$ cat config.mk
export PLATFORM = sky130hd
export DESIGN_NAME = fp_align_stage
export DESIGN_NICKNAME = d
export VERILOG_FILES = /design/src/rtl/fp_pkg.sv /design/src/rtl/fp_unpack.sv /design/src/rtl/fp_align_stage.sv
export SDC_FILE = /design/constraint.sdc
export NUM_CORES = 1
export LEC_CHECK = 0
export CAP_MARGIN = 20
export CORE_ASPECT_RATIO = 2
export CORE_MARGIN = 2
export CORE_UTILIZATION = 55
export DETAILED_ROUTE_END_ITERATION = 6
export GPL_TIMING_DRIVEN = 0
export PLACE_DENSITY = 0.84
export RECOVER_POWER = 50
export SYNTH_ARGS = -nofsm -noshare
export SYNTH_HDL_FRONTEND = slang
export SYNTH_SLANG_ARGS = --single-unit
$ cat constraint.sdc
create_clock -name clk -period 8.5 [get_ports clk]
set_clock_uncertainty 0.15 [all_clocks]
set_input_delay 0.85 -clock clk [delete_from_list [all_inputs] [get_ports clk]]
set_output_delay 0.85 -clock clk [all_outputs]
set_load 0.01 [all_outputs]
$ cat src/rtl/fp_pkg.sv
// Shared FP32 definitions for the add/sub alignment stage: field widths,
// special-result codes and the unpacked-operand record.
package fp_pkg;

  localparam int EXP_W = 8;
  localparam int MAN_W = 23;
  localparam logic [EXP_W-1:0] EXP_MAX = 8'hFF;

  typedef enum logic [1:0] {
    SPC_NONE = 2'b00,
    SPC_NAN  = 2'b01,
    SPC_INF  = 2'b10,
    SPC_ZERO = 2'b11
  } spc_e;

  typedef struct packed {
    logic             sign;
    logic [EXP_W-1:0] exp;
    logic [MAN_W:0]   mant;
    logic             is_zero;
    logic             is_inf;
    logic             is_nan;
  } unpacked_t;

  // Result class of the pair; eff_sub decides whether Inf-Inf cancels to NaN.
  function automatic spc_e classify(input unpacked_t a, input unpacked_t b,
                                    input logic eff_sub);
    spc_e code;
    code = SPC_NONE;
    if (a.is_nan || b.is_nan) begin
      code = SPC_NAN;
    end else if (a.is_inf && b.is_inf && eff_sub) begin
      code = SPC_NAN;
    end else if (a.is_inf || b.is_inf) begin
      code = SPC_INF;
    end else if (a.is_zero && b.is_zero) begin
      code = SPC_ZERO;
    end
    return code;
  endfunction

endpackage

$ cat src/rtl/fp_unpack.sv
// Combinational FP32 field extraction with hidden bit, denormal flush-to-zero
// and class flags. flip inverts the sign (used for B under subtraction).
module fp_unpack
  import fp_pkg::*;
(
  input  logic [EXP_W+MAN_W:0] word,
  input  logic                 flip,
  output unpacked_t            fields
);

  logic [EXP_W-1:0] exp_field;
  logic [MAN_W-1:0] frac_field;
  logic             hidden;

  assign exp_field  = word[EXP_W+MAN_W-1:MAN_W];
  assign frac_field = word[MAN_W-1:0];
  assign hidden     = (exp_field != '0);

  always_comb begin
    fields         = '0;
    fields.sign    = word[EXP_W+MAN_W] ^ flip;
    fields.exp     = exp_field;
    // Denormals carry no mantissa: exponent zero means the value is zero.
    fields.mant    = hidden ? {1'b1, frac_field} : '0;
    fields.is_zero = !hidden;
    fields.is_inf  = (exp_field == EXP_MAX) && (frac_field == '0);
    fields.is_nan  = (exp_field == EXP_MAX) && (frac_field != '0);
  end

endmodule

$ cat src/rtl/fp_align_stage.sv
// Two-stage FP32 add/sub operand alignment feeding the right barrel shifter.
// Optional sticky generation is enabled by defining FP_ALIGN_STICKY_EN.
module fp_align_stage #(
  parameter int EXP_W   = 8,
  parameter int MAN_W   = 23,
  parameter int SHIFT_W = 5
) (
  input  logic                 clk,
  input  logic                 rst,
  input  logic                 in_valid,
  output logic                 in_ready,
  input  logic [EXP_W+MAN_W:0] op_a,
  input  logic [EXP_W+MAN_W:0] op_b,
  input  logic                 op_sub,
  output logic                 out_valid,
  input  logic                 out_ready,
  output logic [MAN_W:0]       big_mant,
  output logic [MAN_W:0]       small_mant,
  output logic [SHIFT_W-1:0]   shift_amt,
  output logic [EXP_W-1:0]     exp_big,
  output logic                 sign_big,
  output logic                 eff_sub,
  output logic                 swapped,
  output logic                 shift_sat,
  output logic [1:0]           special,
  output logic                 sticky
);

  import fp_pkg::*;

  localparam logic [EXP_W-1:0] SHIFT_MAX = EXP_W'((1 << SHIFT_W) - 1);

  logic      init_reg;
  logic      s1_valid;
  logic      s2_valid;
  logic      s1_adv;
  logic      s2_adv;

  unpacked_t ua;
  unpacked_t ub;
  logic      b_big;

  unpacked_t s1_a;
  unpacked_t s1_b;
  logic      s1_b_big;
  logic      s1_eff_sub;
  logic      s1_op_sub_unused;

  unpacked_t        big_sel;
  unpacked_t        small_sel;
  logic [EXP_W-1:0] diff;
  logic             sat_next;
  logic [SHIFT_W-1:0] shift_next;
  spc_e             spc_next;

  // ---------------------------------------------------------------- handshake
  assign s2_adv    = !s2_valid || out_ready;
  assign s1_adv    = !s1_valid || s2_adv;
  // init_reg holds off acceptance until the first clock after reset release.
  assign in_ready  = s1_adv && init_reg;
  assign out_valid = s2_valid;

  always_ff @(posedge clk or posedge rst) begin
    if (rst) begin
      init_reg <= 1'b0;
    end else begin
      init_reg <= 1'b1;
    end
  end

  // ------------------------------------------------------------------ stage 1
  fp_unpack u_unpack_a (
    .word   (op_a),
    .flip   (1'b0),
    .fields (ua)
  );

  fp_unpack u_unpack_b (
    .word   (op_b),
    .flip   (op_sub),
    .fields (ub)
  );

  // Flushed mantissa keeps denormals at magnitude zero in the compare.
  assign b_big = {ub.exp, ub.mant[MAN_W-1:0]} > {ua.exp, ua.mant[MAN_W-1:0]};

  always_ff @(posedge clk or posedge rst) begin
    if (rst) begin
      s1_valid   <= 1'b0;
      s1_a       <= '0;
      s1_b       <= '0;
      s1_b_big   <= 1'b0;
      s1_eff_sub <= 1'b0;
    end else begin
      if (s1_adv) begin
        s1_valid <= in_valid && init_reg;
      end
      if (in_valid && in_ready) begin
        s1_a       <= ua;
        s1_b       <= ub;
        s1_b_big   <= b_big;
        s1_eff_sub <= ua.sign ^ ub.sign;
      end
    end
  end

  assign s1_op_sub_unused = 1'b0;

  // ------------------------------------------------------------------ stage 2
  always_comb begin
    big_sel    = s1_b_big ? s1_b : s1_a;
    small_sel  = s1_b_big ? s1_a : s1_b;
    diff       = big_sel.exp - small_sel.exp;
    sat_next   = diff > SHIFT_MAX;
    shift_next = sat_next ? {SHIFT_W{1'b1}} : diff[SHIFT_W-1:0];
    spc_next   = classify(s1_a, s1_b, s1_eff_sub);
  end

  always_ff @(posedge clk or posedge rst) begin
    if (rst) begin
      s2_valid   <= 1'b0;
      big_mant   <= '0;
      small_mant <= '0;
      shift_amt  <= '0;
      exp_big    <= '0;
      sign_big   <= 1'b0;
      eff_sub    <= 1'b0;
      swapped    <= 1'b0;
      shift_sat  <= 1'b0;
      special    <= SPC_NONE;
    end else begin
      if (s2_adv) begin
        s2_valid <= s1_valid;
      end
      if (s2_adv && s1_valid) begin
        big_mant   <= big_sel.mant;
        small_mant <= small_sel.mant;
        shift_amt  <= shift_next;
        exp_big    <= big_sel.exp;
        sign_big   <= big_sel.sign;
        eff_sub    <= s1_eff_sub;
        swapped    <= s1_b_big;
        shift_sat  <= sat_next;
        special    <= spc_next;
      end
    end
  end

`ifdef FP_ALIGN_STICKY_EN
  localparam logic [MAN_W:0] MANT_ONE = {{MAN_W{1'b0}}, 1'b1};

  logic [MAN_W:0] sticky_mask;
  logic           sticky_next;

  // Shifts of MAN_W+1 or more wrap the one-hot to zero, so the mask goes all-ones.
  always_comb begin
    sticky_mask = sat_next ? {(MAN_W+1){1'b1}} : ((MANT_ONE << shift_next) - MANT_ONE);
    sticky_next = |(small_sel.mant & sticky_mask);
  end

  always_ff @(posedge clk or posedge rst) begin
    if (rst) begin
      sticky <= 1'b0;
    end else if (s2_adv && s1_valid) begin
      sticky <= sticky_next;
    end
  end
`else
  assign sticky = 1'b0;
`endif

endmodule

# Word-level counts from Yosys, hierarchy flattened
# Cells that the tools add are included.
dict set report totals {
  register_bits 144
  input_bits 69
  output_inout_bits 70
}
dict set report classes {
  n_addsub 1
  n_lt_le_gt_ge 2
  n_eq_ne 2
  muxes 9
  bitwise 2
  n_reduce_logical 25
}
# cell count
set op_table {}
lappend op_table {{$mux 24} 2}
lappend op_table {{$logic_not 23->1} 2}
lappend op_table {{$reduce_bool 23->1} 2}
lappend op_table {{$mux 36} 1}
lappend op_table {{$mux 35} 1}
lappend op_table {{$gt 31x31->1} 1}
lappend op_table {{$eq 8x8->1 const B} 2}
lappend op_table {{$reduce_bool 8->1} 2}
lappend op_table {{$logic_and 1x1->1} 11}
lappend op_table {{$gt 8x5->1 const B} 1}
lappend op_table {{$mux 2} 4}
lappend op_table {{$sub 8x8->8} 1}
lappend op_table {{$mux 5} 1}
lappend op_table {{$logic_not 1->1} 4}
lappend op_table {{$logic_or 1x1->1} 4}
lappend op_table {{$xor 1x1->1} 2}

# Longest topological paths before layout
dict set report depth {
  word_depth 5
  ltp_mapped 12
}

# Hierarchy
# A second synthesis with hierarchy kept.
dict set report unflattened {
  cells_unflattened 744
  hier_area_um2 7642.3
}
# mod instances cells_each area_each_um2 seq_area_each_um2
set by_module_without_submodules {}
lappend by_module_without_submodules {fp_align_stage 1 640 6976.7 3603.5}
lappend by_module_without_submodules {fp_unpack 2 52 332.8 0.0}

# Worst setup path before layout
# Ideal clock, no wire load.
dict set report synth_timing {
  path_kind {register to register}
  from {reg s1_b_big}
  to {reg shift_amt[1]}
  setup_time_ns 0.121
  arrival_ns 2.878
  t_required_ns 8.229
  slack_ns 5.351
  path_stages_with_launch 13
  period_less_slack_ns 3.149
  cell_sequence {dfrtp_1 clkbuf_1 buf_2 mux2i_1 ha_1 inv_1 fa_1 a211oi_1 o21bai_1 a21oi_1 xor2_1 nand4_4 o22a_1}
}
dict set report synth_via {
  elab_chain_len 4
  elab_cells_between_ends 5
  cone_classes {add/sub: 1; order compare: 1; mux: 3}
}
# item line_no
set synth_lines {}
lappend synth_lines {{start: declaration} fp_align_stage.sv:45} ;# logic s1_b_big;
lappend synth_lines {{start signal: assignment} fp_align_stage.sv:101} ;# s1_b_big <= b_big;
lappend synth_lines {{$mux 36 or $mux 35 (tied branches)} {fp_align_stage.sv:111, fp_align_stage.sv:112}}
lappend synth_lines {{$sub 8x8->8 *} fp_align_stage.sv:113} ;# diff = big_sel.exp - small_sel.exp;
lappend synth_lines {{$gt 8x5->1} fp_align_stage.sv:114} ;# sat_next = diff > SHIFT_MAX;
lappend synth_lines {{$mux 5 *} fp_align_stage.sv:115} ;# shift_next = sat_next ? {SHIFT_W{1'b1}} : diff[SHIFT_W-1:0];
lappend synth_lines {{end signal: assignment} fp_align_stage.sv:138} ;# shift_amt <= shift_next;
lappend synth_lines {{end: declaration} fp_align_stage.sv:19} ;# output logic [SHIFT_W-1:0] shift_amt,
# Every way passes the cells marked *; elsewhere a longest branch is shown, timed or not.
# A chain may end at the register's enable or synchronous reset.

# Worst setup path in the final report
dict set report layout_timing {
  from {reg s1_b_big}
  to {reg shift_amt[4]}
}
# Same word-level chain as after synthesis.

==> flow_summary.toml <==
[routing]
wl_per_cell_um = 21.6
ant_nets = 0
dr.pass1.iters = 7
drt_wl_total_um = 22200
routed_via_density = 6.07
dr.first_iter.drc_count = 460
vias = 6217
drc = 10

[synthesis]
synthArstFlopShare_pct = 100
syn_area_um2 = 7350
yosys_warnings = 0
synthesis.nets = 810
yosysTopAreaCell = "dfrtp_1"
synth_top_family_by_area = "multiplexers"
synth_mux_area_share_pct = 15.0
synth_compound_area_share_pct = 11.1
seq_area_frac_synth_pct = 49.1
yosys.area_share.simple_pct = 14.1
ys.flop_type = "dfrtp_1"
synth-seq-cells = 144
synth.avg_cell_area_um2 = 10.4
synthXorXnorAreaFrac_pct = 1.26
syn_inst = 703
synth_edf_count = 0
synth_cell_types = 53
synthAdderAreaFrac_pct = 6.57
netlist.area_leader.share_pct = 49.1
synthTopCellsByArea = "dfrtp_1 (49%), mux2i_1 (7.8%), mux2_2 (7.2%)"

[global_routing]
gr-usage-all-layers_pct = 31.9
grt_pass1_wl_um = 34700
grt_start_max_net_pins = 81
antenna_found_initial = 0
overflow = 0
grt_pass1_vias = 6742

[floorplanning]
die_h_um = 167
die_w_um = 85.7
ioPinCount = 139
dieArea_um2 = 14400
rows = 59
coreArea_um2 = 13100
floorplan.initialDensity_pct = 56.2

[job]
max_cap_violations = 1

[clock_network]
clkTransAtPathRegs_ps = 60
max-clock-path-buffers = 2
clkLatencyLatePin_ps = 420
cts_sinks = 144
cts_resized = 0
cts_root_buffer = "clkbuf_16"
cts-hold-fix-buffers = 0
cts_tree = "built"
cts_made_buffers = 17
cts-htree-levels = 4
cts_setup_buffers = 0

[worst_setup_path]
critPathKind = "flip-flop to flip-flop"
arrival_ps = 4220
worst_setup_path_start_kind = "flip-flop"
worstPathRequired_ps = 8640
cp_cell_sequence = "clkbuf_1 -> buf_2 -> mux2i_1 -> ha_1 -> inv_1 -> fa_1 -> a211oi_1 -> o21bai_1 -> a21oi_1 -> xor2_1 -> nand4_4 -> o22a_1"
worstSetupEndpointType = "flip-flop"
max_stage_delay_ps = 520
critPathSlowestCell = "clkbuf_1"
cp_max_fo = 10

[layout]
area_growth_pct = 28.9
fillers = 893
reg_top3 = "s1_a: 36 flops, s1_b: 36 flops"
layout-drive-gt1-share_pct = 11.2
final_common_cell = "dfrtp_1"
fin_util_pct = 72.4
multi_input_area_um2 = 3530
antenna_cells = 0
regArea_um2 = 3600
layout.nets = 967
final_cell_mix = "dfrtp_1 (144), nand2_1 (134), clkdlybuf4s50_1 (113)"

[sta]
relSlewSlack_pct = -92.4
finalSetupTns_ps = 0
period_share_pct = 47.9
fin_hold_ws_ps = 326
rsz0062_at_grt = "no"
period_needed_ps = 4070
setup-violations-final = 0
timing.final.hold_violations = 0
worst_pin_slew_ps = 2870
drv_slew = 65
max_freq_mhz = 245

[status]
status = "finished with violations"
violations = "design-rule violations, max-capacitance violations, max-slew violations"

[power_and_ir_drop]
p_leak_nw = 4.19
cellPowerDensity_nw_per_um2 = 256
ir_worst_vdd_v = 0.000137

[place]
hpwl_um = 16900
io_buffers = 137
globalplace.congestion = 0.943

[worst_hold_path]
hold_class = "flip-flop to flip-flop"
[final cells by class]
class                           count  area share, %
Buffer                             37           1.63
Sequential cell                   144           38.1
Multi-Input combinational cell    511           37.3
Tap cell                          152           2.01
Timing Repair Buffer              138           14.8
Clock buffer                       17           4.49
Clock inverter                     15           1.31
Inverter                           11          0.449
[metrics by stage]
step	std cells	power [W]	worst slack [ps]	area [µm²]
floorplan	703	0.00135	3630	7350
global route	1025	0.00253	4280	9470
CTS	1025	0.00244	4520	9490
detailed placement	993	0.00174	4430	8940
global placement	992	0.00171	1980	8910
finish	1025	0.00242	4430	9470
[cell families after synthesis]
group,Yosys count
simple gates,219
flops,144
compound gates,139
mux,104
buf+inv,48
fa+ha+maj,38
xor+xnor,9
other cells,2
[synthesized netlist by cell type (all sizes together) (2+ instances only)]
master / instances
a21oi: 12
clkbuf: 25
nand3b: 2
dfrtp: 144
nand3: 2
and3b: 2
mux2i: 57
inv: 11
o41ai: 2
xnor2: 5
a22o: 2
o22a: 6
nor2: 11
ha: 37
nand2: 134
xor2: 3
nand2b: 2
o211ai: 2
conb: 2
a221oi: 2
nor4: 14
o31ai: 2
mux2: 47
o21ai: 93
nand4: 13
nor3: 7
a211oi: 5
a21o: 5
and2: 25
buf: 12
nor2b: 2
o21a: 2
[routing by layer]
metal  vias to the layer above  GRT usage (%)  wire, µm
li1                       2798              -         -
met3                        74           4.78       802
met4                         0           17.7      1150
met2                       278           58.8     12500
met1                      3067           33.5      7750
met5                         -              0         0
[report_power, final]
group          internal, W  switching (W)
Combinational     0.000395       0.000382
Clock             0.000381       0.000316
Sequential        0.000840       0.000105
[worst paths after layout]
check / startpoint / cells after the start / slack [ps] / to
max: s1_b_big / 12 / 4430 / shift_amt[4]
min: big_mant[6] / 2 / 330 / big_mant[6]
max reg2reg: s1_b_big / 12 / 4430 / shift_amt[4]
min reg2reg: big_mant[6] / 2 / 330 / big_mant[6]
max in group asynchronous: rst / 2 / 5350 / s1_b[34]
min in group asynchronous: rst / 2 / 1570 / swapped
[worst max-delay path: cells and delay by family, from the launching register on]
family	cells	cell delay, ps
compound gates	4	950
xor+xnor	1	300
fa+ha+maj	2	640
buf+inv	3	1000
flops	1	430
mux	1	280
simple gates	1	210
(Power assumes the default switching activity.)
